==> src/rtl/apb_to_axi_bridge_pkg.sv <==
// rtl/apb_to_axi_bridge_pkg.sv - shared AXI encodings and bridge FSM states
//
// Purpose: AXI size/burst/response constants used by the APB-to-AXI bridge,
//          the bridge state encoding, and a response-to-error helper.
// Ports:   none (package).
package apb_to_axi_bridge_pkg;

  localparam logic [2:0] AXI_SIZE_4B    = 3'b010;
  localparam logic [1:0] AXI_BURST_INCR = 2'b01;

  localparam logic [1:0] AXI_RESP_OKAY   = 2'b00;
  localparam logic [1:0] AXI_RESP_EXOKAY = 2'b01;
  localparam logic [1:0] AXI_RESP_SLVERR = 2'b10;
  localparam logic [1:0] AXI_RESP_DECERR = 2'b11;

  typedef enum logic [2:0] {
    ST_IDLE  = 3'd0,
    ST_WADDR = 3'd1,
    ST_WRESP = 3'd2,
    ST_RADDR = 3'd3,
    ST_RDATA = 3'd4,
    ST_ACK   = 3'd5
  } bridge_state_t;

  // SLVERR and DECERR both become PSLVERR; OKAY and EXOKAY do not.
  function automatic logic resp_is_err(input logic [1:0] resp);
    return (resp == AXI_RESP_SLVERR) || (resp == AXI_RESP_DECERR);
  endfunction

endpackage

==> src/rtl/apb_to_axi_bridge.sv <==
// rtl/apb_to_axi_bridge.sv - APB3 completer to AXI3 single-beat manager bridge
//
// Purpose: turns each APB transfer into one 32-bit AXI transaction (AW+W then
//          B for writes, AR then R for reads). PREADY stays low until the AXI
//          response arrives; SLVERR/DECERR are reported as PSLVERR.
// Ports:
//   ACLK, ARESETn                 clock, asynchronous active-low reset
//   PSEL/PENABLE/PWRITE/PADDR/PWDATA   APB request
//   PRDATA/PREADY/PSLVERR         APB completion (registered)
//   AW*/W*/AR*                    AXI request channels (registered)
//   B*/R*                         AXI response channels
module apb_to_axi_bridge
  import apb_to_axi_bridge_pkg::*;
#(
  parameter int WIDTH_CID = 4,
  parameter int WIDTH_ID  = 4,
  parameter int WIDTH_SID = WIDTH_CID + WIDTH_ID,
  parameter int WIDTH_AD  = 32,
  parameter int WIDTH_DA  = 32,
  parameter int AXI_ID    = 0
) (
  input  logic                 ACLK,
  input  logic                 ARESETn,
  input  logic                 PSEL,
  input  logic                 PENABLE,
  input  logic                 PWRITE,
  input  logic [WIDTH_AD-1:0]  PADDR,
  input  logic [WIDTH_DA-1:0]  PWDATA,
  output logic [WIDTH_DA-1:0]  PRDATA,
  output logic                 PREADY,
  output logic                 PSLVERR,
  output logic [WIDTH_SID-1:0] AWID,
  output logic [WIDTH_AD-1:0]  AWADDR,
  output logic [3:0]           AWLEN,
  output logic [2:0]           AWSIZE,
  output logic [1:0]           AWBURST,
  output logic [1:0]           AWLOCK,
  output logic                 AWVALID,
  input  logic                 AWREADY,
  output logic [WIDTH_SID-1:0] WID,
  output logic [WIDTH_DA-1:0]  WDATA,
  output logic [3:0]           WSTRB,
  output logic                 WLAST,
  output logic                 WVALID,
  input  logic                 WREADY,
  input  logic [WIDTH_SID-1:0] BID,
  input  logic [1:0]           BRESP,
  input  logic                 BVALID,
  output logic                 BREADY,
  output logic [WIDTH_SID-1:0] ARID,
  output logic [WIDTH_AD-1:0]  ARADDR,
  output logic [3:0]           ARLEN,
  output logic [2:0]           ARSIZE,
  output logic [1:0]           ARBURST,
  output logic [1:0]           ARLOCK,
  output logic                 ARVALID,
  input  logic                 ARREADY,
  input  logic [WIDTH_SID-1:0] RID,
  input  logic [WIDTH_DA-1:0]  RDATA,
  input  logic [1:0]           RRESP,
  input  logic                 RLAST,
  input  logic                 RVALID,
  output logic                 RREADY
);

  bridge_state_t       state;
  logic [WIDTH_AD-1:0] addr_q;
  logic                aw_done;
  logic                w_done;

  // Handshakes taking place at the coming edge; a channel is finished once
  // it has either already handshaked or is handshaking now.
  logic aw_hs, w_hs, aw_fin, w_fin;
  assign aw_hs  = AWVALID && AWREADY;
  assign w_hs   = WVALID && WREADY;
  assign aw_fin = aw_done || aw_hs;
  assign w_fin  = w_done || w_hs;

  // Fixed single-beat, full-word attributes.
  assign AWID    = WIDTH_SID'(AXI_ID);
  assign WID     = WIDTH_SID'(AXI_ID);
  assign ARID    = WIDTH_SID'(AXI_ID);
  assign AWLEN   = 4'd0;
  assign ARLEN   = 4'd0;
  assign AWSIZE  = AXI_SIZE_4B;
  assign ARSIZE  = AXI_SIZE_4B;
  assign AWBURST = AXI_BURST_INCR;
  assign ARBURST = AXI_BURST_INCR;
  assign AWLOCK  = 2'b00;
  assign ARLOCK  = 2'b00;
  assign WSTRB   = 4'hF;
  assign WLAST   = 1'b1;
  assign AWADDR  = addr_q;
  assign ARADDR  = addr_q;

  // Byte lane bits, IDs and RLAST carry no information for single-beat,
  // word-aligned traffic with one outstanding transaction.
  logic unused_inputs;
  assign unused_inputs = ^{PADDR[1:0], BID, RID, RLAST};

  always_ff @(posedge ACLK or negedge ARESETn) begin
    if (!ARESETn) begin
      state   <= ST_IDLE;
      addr_q  <= '0;
      WDATA   <= '0;
      aw_done <= 1'b0;
      w_done  <= 1'b0;
      AWVALID <= 1'b0;
      WVALID  <= 1'b0;
      ARVALID <= 1'b0;
      BREADY  <= 1'b0;
      RREADY  <= 1'b0;
      PRDATA  <= '0;
      PREADY  <= 1'b0;
      PSLVERR <= 1'b0;
    end else begin
      case (state)
        ST_IDLE: begin
          // Only a setup phase launches a transfer; the access phase that
          // follows is absorbed while the AXI side runs.
          if (PSEL && !PENABLE) begin
            addr_q  <= {PADDR[WIDTH_AD-1:2], 2'b00};
            WDATA   <= PWDATA;
            aw_done <= 1'b0;
            w_done  <= 1'b0;
            if (PWRITE) begin
              AWVALID <= 1'b1;
              WVALID  <= 1'b1;
              state   <= ST_WADDR;
            end else begin
              ARVALID <= 1'b1;
              state   <= ST_RADDR;
            end
          end
        end
        ST_WADDR: begin
          if (aw_hs) begin
            AWVALID <= 1'b0;
            aw_done <= 1'b1;
          end
          if (w_hs) begin
            WVALID <= 1'b0;
            w_done <= 1'b1;
          end
          if (aw_fin && w_fin) begin
            BREADY <= 1'b1;
            state  <= ST_WRESP;
          end
        end
        ST_WRESP: begin
          if (BVALID) begin
            BREADY  <= 1'b0;
            PREADY  <= 1'b1;
            PSLVERR <= resp_is_err(BRESP);
            state   <= ST_ACK;
          end
        end
        ST_RADDR: begin
          if (ARREADY) begin
            ARVALID <= 1'b0;
            RREADY  <= 1'b1;
            state   <= ST_RDATA;
          end
        end
        ST_RDATA: begin
          if (RVALID) begin
            RREADY  <= 1'b0;
            PRDATA  <= RDATA;
            PREADY  <= 1'b1;
            PSLVERR <= resp_is_err(RRESP);
            state   <= ST_ACK;
          end
        end
        ST_ACK: begin
          PREADY  <= 1'b0;
          PSLVERR <= 1'b0;
          state   <= ST_IDLE;
        end
        default: state <= ST_IDLE;
      endcase
    end
  end

endmodule

==> config.mk <==
export PLATFORM = sky130hd
export DESIGN_NAME = apb_to_axi_bridge
export DESIGN_NICKNAME = d
export VERILOG_FILES = /design/src/rtl/apb_to_axi_bridge_pkg.sv /design/src/rtl/apb_to_axi_bridge.sv
export SDC_FILE = /design/constraint.sdc
export NUM_CORES = 1
export LEC_CHECK = 0
export BUFFER_PORTS_ARGS = -buffer_cell sky130_fd_sc_hd__buf_2
export CAP_MARGIN = 25
export CELL_PAD_IN_SITES_DETAIL_PLACEMENT = 1
export CELL_PAD_IN_SITES_GLOBAL_PLACEMENT = 1
export CORE_ASPECT_RATIO = 1.1
export CORE_MARGIN = 2
export CORE_UTILIZATION = 37
export CTS_BUF_LIST = sky130_fd_sc_hd__clkbuf_8
export CTS_CLUSTER_SIZE = 30
export DETAILED_ROUTE_END_ITERATION = 6
export GPL_ROUTABILITY_DRIVEN = 1
export PLACE_DENSITY_LB_ADDON = 0.2
export SLEW_MARGIN = 20
export SYNTH_ARGS = -nofsm -noshare
export SYNTH_HDL_FRONTEND = slang
export SYNTH_SLANG_ARGS = --single-unit
export TNS_END_PERCENT = 50
==> constraint.sdc <==
create_clock -name ACLK -period 2.5 [get_ports ACLK]
set_input_delay 0 -clock ACLK [delete_from_list [all_inputs] [get_ports ACLK]]
set_output_delay 0 -clock ACLK [all_outputs]
set_load 0.02 [all_outputs]
# After elaboration in Yosys (flattened, before gate mapping)
# Cells that the tools add are included.
# word_totals
rom_bits	0
mem_count	0
ramBits	0
latch_bits	0
reg_bits	106
inputBits	127
# classes
mul	0
magnitude_cmp	0
bitwise	0
n_eq_ne	18
add_sub_neg	0
div_mod_pow	0
shifts	0
n_mux	34
reduce_logical	26
# op_table
op	n
2-to-1 mux 1 bit	18
inequality test 2 bit, second input constant	9
2-to-1 mux 3 bit	5
case mux 3 bit (5 select lines)	1
AND reduction 3 bit	5
case mux 1 bit (2 select lines)	7
AND reduction 4 bit	3
equality test 2 bit, second input constant	4
nonzero test 2 bit	4
equality test 3 x 2 -> 1 bit, second input constant	2
equality test 3 bit, second input constant	2
case mux 1 bit (3 select lines)	2
AND reduction 5 bit	1
logical AND 1 bit	4
logical OR 1 bit	4
AND reduction 2 bit	2
equality test 3 x 1 -> 1 bit, second input constant	1
zero test 3 bit	1
nonzero test 3 bit	1
2-to-1 mux 2 bit	1
zero test 1 bit	1

# Logic depth before layout (Yosys ltp)
# Gate-level depths: netlist of the first run.
# depth
word_depth	5
depth_mapped	7
mapped_depth_nobuf	4

# Worst setup path after synthesis of the first run
# No wires, ideal clock.
# synth_path
path_type	reg-to-reg
from	register state[1]
to	register PRDATA[12]
path_buffers	3
period_less_slack_ns	1.504
slack_ns	0.996
arrival_ns	1.378
path_stages_with_launch	7
required_ns	2.375
cell_sequence	dfrtp_1 > buf_6 > nor2_4 > and3_4 > buf_6 > buf_12 > mux2_4
# synth_between
elab_chain_cells	2
# synth_lines
element	line	text
start, declared	apb_to_axi_bridge.sv:66	bridge_state_t state;
start signal, assigned	apb_to_axi_bridge.sv:103	state <= ST_IDLE;
start signal, assigned	apb_to_axi_bridge.sv:129	state <= ST_WADDR;
start signal, assigned	apb_to_axi_bridge.sv:132	state <= ST_RADDR;
equality test 3 bit	apb_to_axi_bridge.sv:117	case (state)
AND reduction 2 bit (no line)	-	
end signal, assigned	apb_to_axi_bridge.sv:113	PRDATA <= '0;
end signal, assigned	apb_to_axi_bridge.sv:168	PRDATA <= RDATA;
end, declared	apb_to_axi_bridge.sv:29	output logic [WIDTH_DA-1:0] PRDATA,
# Every way passes these cells.
# A chain may end at the register's enable or synchronous reset.

# Worst setup path in the final report of the first run
# layout_path
from	register state[2]
to	register state[1]
# layout_between
elab_chain_cells	3
elab_cells_between_ends	12
# layout_lines
element	line
equality test 3 x 2 -> 1 bit (tied with other cells)	apb_to_axi_bridge.sv:117
inequality test 2 bit (no line)	-
AND reduction 5 bit (no line)	-
# Parallel ways exist; a longest one is shown, timed or not.

==> results_dict.tcl, run 1 <==
set metrics [dict create \
    rsz0062_at_grt "no" \
    grt.total_usage_pct 20.7 \
    worstSkewPairLatency_ns 0.38 \
    yosysUniqueCellTypes 29 \
    crit_chain "nor2_8, nand3b_4, buf_12, o211ai_1, dlygate4sd3_1" \
    synth_cells 358 \
    wirelength_mm 15.7 \
    finalHoldViolations 0 \
    drc 0 \
    worstPathArrival_ns 2.55 \
    initial_utilization_pct 38.0 \
    drv_slew 0 \
    endpoint_kind "flop" \
    max_slew_margin_pct 39.6 \
    vias 3778 \
    crit_type "flop to flop" \
    p_leak_nw 3.91 \
    drive_gt1_share_pct 52.7 \
    period_share_pct 89.2 \
    grt_max_degree 69 \
    synth.top_cell.area_share_pct 50.3 \
    n_antenna_cell 0 \
    first_global_vias 4187 \
    fp.dieH_um 129 \
    cts_root_buf "clkbuf_8" \
    clock.fmax_mhz 448 \
    ant_nets 0 \
    post-route-min-period_ns 2.23 \
    setup_ws_ns 0.270 \
    clock-sinks 106 \
    ys_warn_count 0 \
    drt_iter0_drc 127 \
    cp.required_ns 2.82 \
    n_fill_cell 1543 \
    hold_class "input pin to flop" \
    synth_area_per_cell_sq_um 14.7 \
    place_ws_ns 0.551 \
    slowest_delay_ns 0.58 \
    slowest_stage "dfrtp_1" \
    tns_ns 0 \
    routedWlPerCell_um 18.3 \
    final_nets 792 \
    critPathTopFamily "buffers and inverters" \
    viasPerCell 4.40 \
    portBuffers 236 \
    max-clock-path-buffers 2 \
    area_delta_synth_final_pct 38.3 \
    drtPass1Iterations 4 \
    status "complete, no violations" \
    worst_slew_pin_slew_ns 0.906 \
    synth_area_sq_mm 0.00527 \
    place_hpwl_mm 9.62 \
    p_per_area_mw_per_mm2 1220 \
    start_kind "flop" \
    synthTopCellsByArea "dfrtp_1, mux2_4, buf_4, buf_12, mux2_2" \
    yosysSeqAreaShare_pct 50.3 \
    clkTransAtPathRegs_ns 0.09 \
    numCtsBuffers 9 \
    core_area_sq_mm 0.0139 \
    worstPathMaxFanout 17 \
    die_width_um 118 \
    synth_area_leader_cell "dfrtp_1" \
    cts_setup_buffers 0 \
    maxCapViolations 0 \
    grt.overflow.total 0 \
    setup_viol_count_final 0 \
    vdd_ir_drop_max_v 0.000460 \
    rows 45 \
    ys_ff_latch 106 \
    ioPinCount 313 \
    grt_first_pass_wirelength_mm 24.3 \
    cts-hold-fix-buffers 103 \
    htreeDepth 3 \
    antenna_found_initial 0 \
    final.setup_skew_ns 0.00919 \
    cts_resized 0 \
    path_buf_inv 2 \
    cts_tree "built" \
    dieArea_sq_mm 0.0152 \
    place.gp.congestion 0.761 \
]
==> metal layers <==
layer / GRT usage, % / part of all wire [%] / vias up
li1: - / - / 1684
met3: 4.31 / 6.1 / 29
met5: 0 / 0 / -
met4: 9.64 / 3.0 / 0
met2: 38.3 / 53 / 190
met1: 22.9 / 38 / 1875
==> layout by cell type (no fill, tap or decap) <==
cell type and instances:
o31ai_1 2, a32oi_1 1, conb_1 55, o211ai_1 1
dfrtp_1 106, inv_1 5, a21oi_1 8, mux2_4 87
a31oi_1 5, clkbuf_8 12, nor2_1 5, dlygate4sd3_1 103
nand3b_4 1, buf_12 3, o21a_1 1, o21ai_0 4
nor2_4 1, nor2_8 1, and2b_2 1, clkinv_2 2
a32o_1 1, nor2b_1 1, nand2b_1 2, o221ai_1 2
mux2i_1 1, buf_2 235, buf_4 1, nand3_1 2
mux2_2 8, nand2_1 12, and3_4 1
==> worst min-delay path, cell delays in order <==
cell and delay, ns:
buf_2 0.14, a31oi_1 0.10, o221ai_1 0.16
==> logic make-up (layout without fill, tap and decap cells) <==
group | count (synthesis) | in the layout | synth area share [%]
buf+inv | 102 | 361 | 16.7
simple gates | 27 | 27 | 3.11
mux | 96 | 96 | 26.7
flops | 106 | 106 | 50.3
compound gates | 25 | 25 | 2.99
other cells | 2 | 55 | 0.143
==> synth_stat cells <==
cell / count
nand2_1: 12
nor2b_1: 1
buf_4: 85
o21a_1: 1
conb_1: 2
a32oi_1: 1
nand3_1: 2
o21ai_0: 4
a32o_1: 1
o221ai_1: 2
nor2_1: 5
a31oi_1: 5
o31ai_1: 2
a21oi_1: 8
nor2_8: 1
nand2b_1: 2
mux2i_1: 1
mux2_4: 87
buf_2: 2
nor2_4: 1
and2b_2: 1
buf_6: 2
dfrtp_1: 106
nand3b_4: 1
mux2_2: 8
inv_1: 3
and3_4: 1
o211ai_1: 1
buf_12: 10
==> path summary, 6_finish.rpt <==
check | from | to | slack [ns] | depth (start not counted)
worst max-delay path | state[2] | state[1] | 0.27 | 5
worst min-delay path | RVALID | PREADY | 0.06 | 3
worst max register to register | state[2] | state[1] | 0.27 | 5
worst min register to register | WDATA[31] | WDATA[31] | 0.51 | 1
max in group asynchronous | ARESETn | WDATA[9] | 1.45 | 3
min in group asynchronous | ARESETn | PRDATA[29] | 0.30 | 2
==> layout make-up <==
cell class | count | area [sq um] | share of cell area [%]
clock buffers | 12 | 165 | 2.27
flip-flops and latches | 106 | 2650 | 36.4
multi-input cells | 203 | 1930 | 26.5
clock inverters | 4 | 17.5 | 0.240
well taps | 188 | 235 | 3.23
repair buffers | 342 | 2270 | 31.2
inverters | 3 | 11.3 | 0.154
==> state kept, by name, indices dropped and copies added (netlist names) <==
register	count
WDATA	32
state	3
aw_done	1
PREADY	1
BREADY	1
PSLVERR	1
w_done	1
ARADDR	30
AWVALID	1
RREADY	1
ARVALID	1
WVALID	1
PRDATA	32
==> power by group <==
group,internal [mW],switching (mW),total [mW]
clock,0.435,0.581,1.02
sequential,2.54,0.650,3.19
combinational,2.11,2.57,4.69
==> metrics by stage <==
step                      power (mW)  util, %  hold slack, ns  instance area (sq um)  std cells
final                           8.89     52.6          0.0574                   7290        858
after global routing            9.37     52.6          0.0465                   7290        858
after CTS                       8.86     52.6          0.0301                   7290        858
after detailed placement        7.65     43.9           0.194                   6080        739
after global placement          7.53     43.9           0.188                   6080        739
after floorplan                 6.59        -          -0.296                   5470        411
(Power assumes the default switching activity.)
==> run 2, diff against run 1 <==
Settings changed: CELL_PAD_IN_SITES_DETAIL_PLACEMENT 1 to unset, CELL_PAD_IN_SITES_GLOBAL_PLACEMENT 1 to unset, CORE_AREA set to 2 2 120 122, CORE_ASPECT_RATIO 1.1 to unset, CORE_MARGIN 2 to unset, CORE_UTILIZATION 37 to unset, DIE_AREA set to 0 0 122 124.
==> run 2 against run 1 <==
Effect of this change: clock power is 12% higher; clock skew is 0.0017 ns lower; sequential cell count stayed put; largest cell class unchanged; sequential share of layout area is 0.20 points lower; critical path depth is 1 lower; sequential power is 3% lower; highest routed layer unchanged; register-to-register slack better by 0.30 ns; count of clock-buffer cells in the layout is 2 lower; setup slack better by 0.30 ns; critical path type unchanged.
==> results_dict.tcl, run 2 (same netlist as run 1, synthesis figures left out) <==
set metrics [dict create \
    p_clk_share_pct 12.9 \
    rows 43 \
    viasPerCell 4.27 \
    die_width_um 122 \
    p_total_mw 8.82 \
    cts_tree "built" \
    antenna_found_initial 0 \
    place.gp.congestion 0.803 \
    critPathTopFamily "simple AND/OR/NAND/NOR gates" \
    clock-sinks 106 \
    cts_setup_buffers 0 \
    ant_nets 0 \
    fp.dieH_um 124 \
    intPower_mw 5.23 \
    final.setup_skew_ns 0.00748 \
    vdd_ir_drop_max_v 0.000423 \
    path_buf_inv 1 \
    final_util_pct 53.4 \
    post-route-min-period_ns 1.93 \
    post_dp_cell_area_sq_mm 0.00609 \
    wirelength_mm 12.4 \
    p_comb_share_pct 51.9 \
    vias 3630 \
    cp.required_ns 2.75 \
    crit_chain "nor2_4, and3_4, buf_12, mux2_4" \
    cts_root_buf "clkbuf_8" \
    drc 0 \
    grt_max_degree 48 \
    p_leak_nw 3.92 \
    power_switching_mw 3.58 \
    slowest_delay_ns 0.56 \
    swShare_pct 40.7 \
    finalHoldViolations 0 \
    dieArea_sq_mm 0.0151 \
    worstSkewPairLatency_ns 0.37 \
    final_common_cell "buf_2" \
    numCtsBuffers 9 \
    layout_common_cells "buf_2, dfrtp_1, dlygate4sd3_1, mux2_4, conb_1" \
    endpoint_kind "flop" \
    grt_first_pass_wirelength_mm 18.3 \
    setup_viol_count_final 0 \
    tns_ns 0 \
    maxCapViolations 0 \
    portBuffers 236 \
    slowest_stage "dfrtp_1" \
    status "complete, no violations" \
    htreeDepth 3 \
    p_per_area_mw_per_mm2 1200 \
    final_nets 794 \
    routedWlPerCell_um 14.6 \
    rsz0062_at_grt "no" \
    grt.overflow.total 0 \
    ioPinCount 313 \
    crit_type "flop to flop" \
    place_hpwl_mm 8.19 \
    seq_power_share_pct 35.2 \
    clkTransAtPathRegs_ns 0.09 \
    period_share_pct 77.1 \
    start_kind "flop" \
    worstPathArrival_ns 2.18 \
    initial_utilization_pct 38.4 \
    n_antenna_cell 0 \
    hold_class "input pin to flop" \
    grt.total_usage_pct 15.6 \
    drive_gt1_share_pct 52.8 \
    area_delta_synth_final_pct 39.1 \
    first_global_vias 3606 \
    drtPass1Iterations 4 \
    drt_iter0_drc 136 \
    core_area_sq_mm 0.0137 \
    n_fill_cell 1161 \
    drv_slew 0 \
    worstPathMaxFanout 21 \
    clock.fmax_mhz 519 \
    final_area_sq_mm 0.00733 \
    max-clock-path-buffers 2 \
]
==> run 2: changes by cell type in the layout (fill, tap and decap cells not counted), sizes merged <==
| cell | previous run | this run |
|---|---|---|
| buf | 239 | 241 |
| bufinv | 0 | 2 |
| clkbuf | 12 | 10 |
| clkinv | 2 | 1 |
| inv | 5 | 4 |
==> run 2: final timing paths <==
kind	from	cells after the start	end	slack [ns]
worst min register to register	ARVALID	1	ARVALID	0.50
worst max-delay path	state[0]	4	PRDATA[27]	0.57
max in group asynchronous	ARESETn	3	aw_done	1.65
worst max register to register	state[0]	4	PRDATA[27]	0.57
min in group asynchronous	ARESETn	2	ARADDR[13]	0.10
worst min-delay path	RVALID	3	PREADY	0.05
==> run 2: through the flow <==
step	std cells	setup WS [ns]	hold WS (ns)
detailed placement	733	0.596	-0.0288
CTS	850	0.559	0.0190
finish	850	0.574	0.0495
global placement	733	0.608	-0.0350
floorplan	411	0.996	-0.296
global route	850	0.453	0.0627
==> run 2: worst min-delay path: cells and delay by family <==
kind	cells	cell delay (ns)
buffers and inverters	1	0.13
AOI/OAI and AO/OA	2	0.25
==> run 2: power groups by stage <==
stage	combinational, mW	clock, mW	sequential, mW
after floorplan	2.55	0	4.04
after global placement	4.42	0	3.09
after detailed placement	4.42	0	3.13
after CTS	4.59	1.18	3.10
after global routing	4.87	1.24	3.23
final	4.57	1.14	3.11
==> run 2: routing by layer <==
layer	GRT usage [%]	vias to the layer above	share of wire (%)
met5	0	-	0
met3	3.16	16	7.0
met4	7.04	0	2.1
li1	-	1685	-
met1	17.9	1773	38
met2	28.0	156	53
==> run 2: timing repair <==
action,in CTS,in global routing
gates resized for setup,0,0
hold buffers,103,0
endpoints found under the setup margin,0,0
hold endpoints to repair,180,0
==> run 2: area by class of cell <==
class	count	area, sq um	share of cell area [%]
clock buffer	10	138	1.88
clock inverter	4	68.8	0.939
inverter	3	11.3	0.154
multi-input combinational	203	1930	26.4
sequential	106	2650	36.2
tap	180	225	3.07
timing repair buffer	344	2300	31.4
==> run 3, diff against run 2 <==
Settings changed: ABC_AREA set to 1, CORE_AREA 2 2 120 122 to 2 2 121 123, DIE_AREA 0 0 122 124 to 0 0 123 125.
Clock period 2.5 ns to 1.7 ns, I/O delays scaled along.
==> run 3 against run 2 <==
Effect of this change: sequential power is 43% higher; count of clock-buffer cells in the layout is 1 lower; global-route usage grew 1.2 points; critical path type unchanged; largest power group unchanged; largest cell class unchanged; routed wire length rose by 6.9%.
==> results_dict.tcl, run 3 <==
set metrics [dict create \
    grt.overflow.total 0 \
    die_width_um 123 \
    p_per_area_mw_per_mm2 1690 \
    rsz0062_at_grt "yes" \
    initial_utilization_pct 34.4 \
    final_common_cell "nand2_1" \
    synth_edf_count 0 \
    final_nets 1016 \
    vias 4532 \
    drt_iter0_drc 115 \
    layout_common_cells "nand2_1, buf_2, dfrtp_1, dlygate4sd3_1, conb_1" \
    r2r_slack_ns 0.07 \
    post-route-min-period_ns 1.63 \
    async_reset_ff_share_pct 100 \
    clock-sinks 106 \
    first_global_vias 4399 \
    setup_viol_count_final 0 \
    synth.top_cell.area_share_pct 54.3 \
    place_hpwl_mm 8.84 \
    rows 44 \
    worstPathMaxFanout 6 \
    synth_cells 581 \
    cts_tree "built" \
    finalHoldViolations 0 \
    drc 0 \
    htreeDepth 3 \
    worstPathArrival_ns 1.90 \
    yosysUniqueCellTypes 18 \
    synth_area_per_cell_sq_um 8.41 \
    vdd_ir_drop_max_v 0.000700 \
    grt_first_pass_wirelength_mm 20.4 \
    grt.total_usage_pct 16.8 \
    period_share_pct 96.0 \
    hold_class "input pin to async pin" \
    n_antenna_cell 0 \
    drv_slew 0 \
    wirelength_mm 13.2 \
    portBuffers 236 \
    setup_ws_ns 0.0686 \
    ys_warn_count 0 \
    core_area_sq_mm 0.0142 \
    cp.required_ns 1.97 \
    synthTopCellsByArea "dfrtp_1, nand2_1, buf_4, buf_2, buf_6" \
    area_delta_synth_final_pct 44.8 \
    ant_nets 0 \
    place.gp.congestion 0.794 \
    yosysMostFrequentCell "nand2_1" \
    dieArea_sq_mm 0.0154 \
    worst_slew_pin_slew_ns 0.528 \
    routedWlPerCell_um 12.3 \
    n_fill_cell 1348 \
    cts_root_buf "clkbuf_8" \
    ys_ff_latch 106 \
    synth_area_sq_mm 0.00489 \
    max-clock-path-buffers 2 \
    clkTransAtPathRegs_ns 0.10 \
    fp.dieH_um 125 \
    ioPinCount 313 \
    max_slew_margin_pct 64.7 \
    grt_max_degree 54 \
    clock.fmax_mhz 613 \
    synth_common_cells "nand2_1, dfrtp_1, buf_4, inv_1, buf_2" \
    synth_area_leader_cell "dfrtp_1" \
    yosysSeqAreaShare_pct 54.3 \
    p_total_mw 11.9 \
    maxCapViolations 0 \
    drive_gt1_share_pct 30.6 \
    start_kind "flop" \
    p_leak_nw 4.12 \
    ys_dominant_reg_cell "dfrtp_1" \
    place_ws_ns 0.200 \
    drtPass1Iterations 4 \
    cts_setup_buffers 0 \
    viasPerCell 4.20 \
    final_area_sq_mm 0.00708 \
    post_dp_cell_area_sq_mm 0.00582 \
    worstSkewPairLatency_ns 0.38 \
    endpoint_kind "flop" \
    antenna_found_initial 0 \
    final.setup_skew_ns 0.0132 \
    status "complete, no violations" \
    numCtsBuffers 9 \
    crit_type "flop to flop" \
]
run 3: cell count changes after synthesis, moves of 8 or more:
cell,change
inv_1,+12
mux2_2,-8
nand2_1,+299
buf_2,+12
mux2_4,-87
buf_12,-10
nand3_1,+9
run 3: area by class of cell:
type	count	area, sq um	share of cell area (%)
multi-input combinational	405	1610	22.8
clock inverter	7	70.1	0.990
inverter	18	67.6	0.955
clock buffer	9	124	1.75
sequential	106	2650	37.5
timing repair buffer	349	2320	32.7
tap	184	230	3.25
run 3: cells by family (layout without fill, tap and decap cells):
logic type	Yosys count	after routing	share of synthesized area [%]
and+or+nand+nor	338	338	27.0
buffers and inverters	123	383	17.3
other	2	55	0.154
AOI/OAI and AO/OA	12	12	1.33
DFF	106	106	54.3
run 3: metal layers:
layer	routed length (um)	up-vias	track usage (%)
li1	-	2223	-
met4	323	0	7.69
met3	1180	20	4.33
met5	0	-	0
met1	5320	2080	18.6
met2	6400	209	29.7
run 3: stage by stage:
step	TNS (ns)	utilization (%)	cells	hold slack [ns]
final	0	49.8	1078	0.0814
after global routing	-0.0195	49.8	1078	0.104
after CTS	0	49.6	1078	0.0506
after detailed placement	0	40.9	958	-0.0525
after global placement	0	40.9	958	-0.0580
after floorplan	0	-	634	-0.296
run 3: repair_timing:
action / CTS / global route
hold buffers: 104 / 0
gates resized for setup: 0 / 8
hold endpoints to repair: 209 / 0
endpoints found under the setup margin: 0 / 2
run 3: where the power goes:
part / switching, mW / total (mW) / internal, mW
combinational: 3.93 / 5.92 / 1.99
sequential: 0.722 / 4.45 / 3.72
clock: 0.881 / 1.56 / 0.681
run 3: path summary, 6_finish.rpt:
path	start	end	cells after the start
min	ARESETn	ARADDR[8]	2
max in group asynchronous	ARESETn	ARADDR[14]	3
min in group ACLK	PSEL	ARVALID	5
max	state[1]	state[0]	6
min reg2reg	WDATA[30]	WDATA[30]	2
max reg2reg	state[1]	state[0]	6
run 3: critical path, cell delays in order, from the launching register on:
cell and delay [ns]:
dfrtp_1 0.42, buf_4 0.18, nand2_2 0.07, nor3_2 0.05, a21oi_1 0.16, o31ai_2 0.09, dlygate4sd3_1 0.56
